<file path="src/rtl/nibble_deshifter.sv">
// Collects DEPTH 4-bit nibbles from si into a 4*DEPTH-bit word on po, pulsing pv on completion.
// Build option: define NIBBLE_DESHIFTER_MSB_FIRST_EN to place the first nibble in the top of po.
module nibble_deshifter #(
  parameter int unsigned DEPTH = 4,
  parameter int unsigned CW    = 3
) (
  input  logic                 clk,
  input  logic                 rst,
  input  logic [3:0]           si,
  input  logic                 shn,
  input  logic                 clr,
  output logic [4*DEPTH-1:0]   po,
  output logic                 pv,
  output logic [CW-1:0]        cnt,
  output logic                 busy
);

  localparam int unsigned W = 4 * DEPTH;
  localparam logic [CW-1:0] LAST = CW'(DEPTH - 1);

  localparam logic [0:0] IDLE    = 1'b0;
  localparam logic [0:0] COLLECT = 1'b1;

  logic [0:0]    state;
  logic [W-1:0]  sr;
  logic [W-1:0]  sr_shifted;
  logic [CW-1:0] cnt_inc;

`ifdef NIBBLE_DESHIFTER_MSB_FIRST_EN
  always_comb begin
    sr_shifted = {sr[W-5:0], si};
  end
`else
  always_comb begin
    sr_shifted = {si, sr[W-1:4]};
  end
`endif

  // Leaving IDLE always starts the count at one, whatever cnt held.
  always_comb begin
    cnt_inc = (state == IDLE) ? CW'(1) : cnt + CW'(1);
  end

  assign busy = (cnt != '0);

  always_ff @(posedge clk or negedge rst) begin
    if (!rst) begin
      state <= IDLE;
      sr    <= '0;
      cnt   <= '0;
      po    <= '0;
      pv    <= 1'b0;
    end else begin
      pv <= 1'b0;
      if (clr) begin
        state <= IDLE;
        sr    <= '0;
        cnt   <= '0;
      end else if (shn) begin
        if (cnt == LAST) begin
          po    <= sr_shifted;
          pv    <= 1'b1;
          state <= IDLE;
          sr    <= '0;
          cnt   <= '0;
        end else begin
          state <= COLLECT;
          sr    <= sr_shifted;
          cnt   <= cnt_inc;
        end
      end
    end
  end

endmodule

</file>
<file path="config.mk">
export PLATFORM = sky130hd
export DESIGN_NAME = nibble_deshifter
export DESIGN_NICKNAME = d
export VERILOG_FILES = /design/src/rtl/nibble_deshifter.sv
export SDC_FILE = /design/constraint.sdc
export NUM_CORES = 1
export LEC_CHECK = 0
export BUFFER_PORTS_ARGS = -buffer_cell sky130_fd_sc_hd__clkbuf_2
export CAP_MARGIN = 20
export CORE_UTILIZATION = 40
export DETAILED_ROUTE_END_ITERATION = 7
export PLACE_DENSITY = 0.67
export SKIP_CTS_REPAIR_TIMING = 1
export SYNTH_ARGS = -nofsm -noshare
export SYNTH_HDL_FRONTEND = slang
export SYNTH_SLANG_ARGS = --single-unit
</file>
<file path="constraint.sdc">
create_clock -name clk -period 1.9 [get_ports clk]
set_input_delay 0.57 -clock clk [delete_from_list [all_inputs] [get_ports clk]]
set_output_delay 0.57 -clock clk [all_outputs]
set_load 0.01 [all_outputs]
</file>
==> reports/results.tsv <==
metric	value	unit
status	finished clean	
RR Endpoint	po[15]$_DFFE_PN0P_	
Area Growth Syn to Fin	15.67	%
Comb power frac	0.087	
final net count	157	
sequential power share	0.595	
site row count	21	
width of the die	62.60	um
Yosys cell types	19	
gr usage total	0.1566	
P_int	0.9476	mW
switching share of total power	0.2389	
post-route clock period utilization	0.9297	
crit path max-delay cell type	dfrtp_1	
sequential area share after synthesis	0.5622	
top-area cell type share of the netlist area	0.5622	
Post-DP HPWL	1781	um
Synth Net Count	126	
Total Power	1.245	mW
Routed Wire Length	2596	um
Reg-to-Reg Start	cnt[0]$_DFFE_PN0P_	
Yosys reg bits	33	
clock sinks	33	
Max Root-Sink Buffers	2	
drt drc	0	
TritonCTS buffer count	5	
leakage power	0.8958	nW
CP max FO	5	
CP Capture Point	busy	
worst IR drop on VDD	0.0004010	V
Clock Tree Root	clkbuf_4	
vias in the first global route	1027	
Top Ports	29	
Final Slew Violations	0	
Initial Util	0.4300	
# H-tree levels	2	
total gr overflow	0	
Crit Path Class	reg2out	
first-pass detailed-route iteration total	4	
Clk pwr share	0.318	
Synth Instances	114	
Finish-stage setup viols	0	
Critical Path RT	1.33	ns
routability cong.	0.7535	
EDFF count, synth	0	
Psw	0.2974	mW
Peak Freq	566.1	MHz
Setup WS post-layout	0.1336	ns
Die Ht	62.60	um
Hold Worst Slack	0.2463	ns
Post-synth top cells	33 x dfrtp_1, 14 x a21oi_1, 11 x nand2b_1	
placed cell area	1644	um^2
Worst-Margin Slew	0.4099	ns
PwrDens	732.7	nW/um^2
final instance area	1699	um^2
ANT cells	0	
HP Class	in2async	
CTS tree	done	
register area	825.8	um^2
initial antenna violation count	0	
CP max stage delay	0.42	ns
setup TNS	0	ns
mapped cell area	1469	um^2
Async SR Flop Fraction	1.000	
R2R depth	4	
most common cell in the netlist	dfrtp_1	
Worst setup startpoint	cnt[0]$_DFFE_PN0P_	
global-route wire length before repair	4705	um
fillers	321	
Final Skew	0.003513	ns
Critical Path Sink Type	output port	
CORE AREA	3416	um^2
area of the multi-input gates	583.1	um^2
drt first-iter violations	37	
Routed Antenna Nets	0	
Place WS	0.1787	ns
top cells by area, synth	dfrtp_1 56%, mux2_4 9.2%, mux2_2 5.4%	
setup slack, reg-to-reg	0.18	ns
Yosys Warn Count	0	
share of cells above drive strength 1	0.3724	
ys flop type	dfrtp_1	
IO buf count	28	
area of the die	3919	um^2
final hold vios	0	
relative slew slack	0.7268	
crit start category	flip-flop	
routed via count	932	
RSZ-0062 raised after global routing	no	
CP cell instances	inv_1, ha_1, nand2_1, clkbuf_2	
clk_lat worst skew	0.33	ns
post-DR vias/cell	4.880	
Worst Path Arrival	1.20	ns
Max Cap Violations	0	
area leader, netlist	dfrtp_1	
DR WL/cell	13.59	um
clock slew at reported path FFs	0.09	ns
min Tclk post-route	1.766	ns
Mean Syn Cell Area	12.89	um^2
largest net degree at the start of global routing	34	
## layout make-up
cell class / instances / area share
multi-input cells: 70 / 0.3432
clock buffers: 7 / 0.03240
well taps: 46 / 0.03387
inverters: 4 / 0.008837
flip-flops and latches: 33 / 0.4860
repair buffers: 31 / 0.09573
## worst min-delay path by stage
stage,slack (ns),end,start,cells past startpoint
after global placement,0.49,po[0]$_DFFE_PN0P_,sr[4]$_DFFE_PN0P_,1
after CTS,0.26,cnt[2]$_DFFE_PN0P_,rst,2
after global routing,0.28,po[6]$_DFFE_PN0P_,rst,2
after floorplan,0.27,cnt[0]$_DFFE_PN0P_,rst,0
final,0.25,po[2]$_DFFE_PN0P_,rst,2
after detailed placement,0.49,po[9]$_DFFE_PN0P_,po[9]$_DFFE_PN0P_,1
## stage by stage
stage,std cells,utilization
after floorplan,114,-
after global placement,184,0.4813
after detailed placement,184,0.4813
after CTS,191,0.4974
after global routing,191,0.4974
final,191,0.4974
## kinds of logic after synthesis
kind of cell	count (synthesis)	share of synthesized area
simple gates	33	0.1508
mux	18	0.1593
flops	33	0.5622
compound gates	15	0.05281
fa+ha+maj	4	0.03407
buf+inv	11	0.04088
## routing by layer
| metal | part of all wire | vias up | wire length, um | GRT usage |
|---|---|---|---|---|
| met1 | 0.45 | 458 | 1177 | 0.1986 |
| met5 | 0 | - | 0 | 0 |
| met2 | 0.48 | 20 | 1247 | 0.2418 |
| met4 | 0.023 | 0 | 61 | 0.09302 |
| met3 | 0.042 | 8 | 109 | 0.03832 |
| li1 | - | 446 | - | - |
## registers in the layout, indices dropped and copies added, names as in the netlist
register	count
po	16
sr	12
cnt	3
pv	1
state	1
## power by group through the flow
stage	combinational, mW	clock [mW]	sequential (mW)
final	0.109	0.396	0.741
after global routing	0.122	0.435	0.745
after CTS	0.112	0.403	0.741
after detailed placement	0.112	0	0.755
after global placement	0.107	0	0.753
after floorplan	0.0565	0	0.757
## critical path: cells and delay by family (launching register included)
family | cells | cell delay, ns
buffers and inverters | 2 | 0.19
adder cells (fa/ha/maj) | 1 | 0.19
flip-flops | 1 | 0.42
AND/OR/NAND/NOR | 1 | 0.07
## cell usage in the layout (no fill, tap or decap), drive strengths merged
cell    instances
nand2           1
nor2b           3
dfrtp          33
clkbuf         35
a211oi          1
ha              4
nor2            5
mux2i           2
nand4b          1
nand2b         11
mux2           16
buf             3
a21oi          14
nand3b         11
nor3b           1
inv             4
Power figures use the tool's default switching activity.
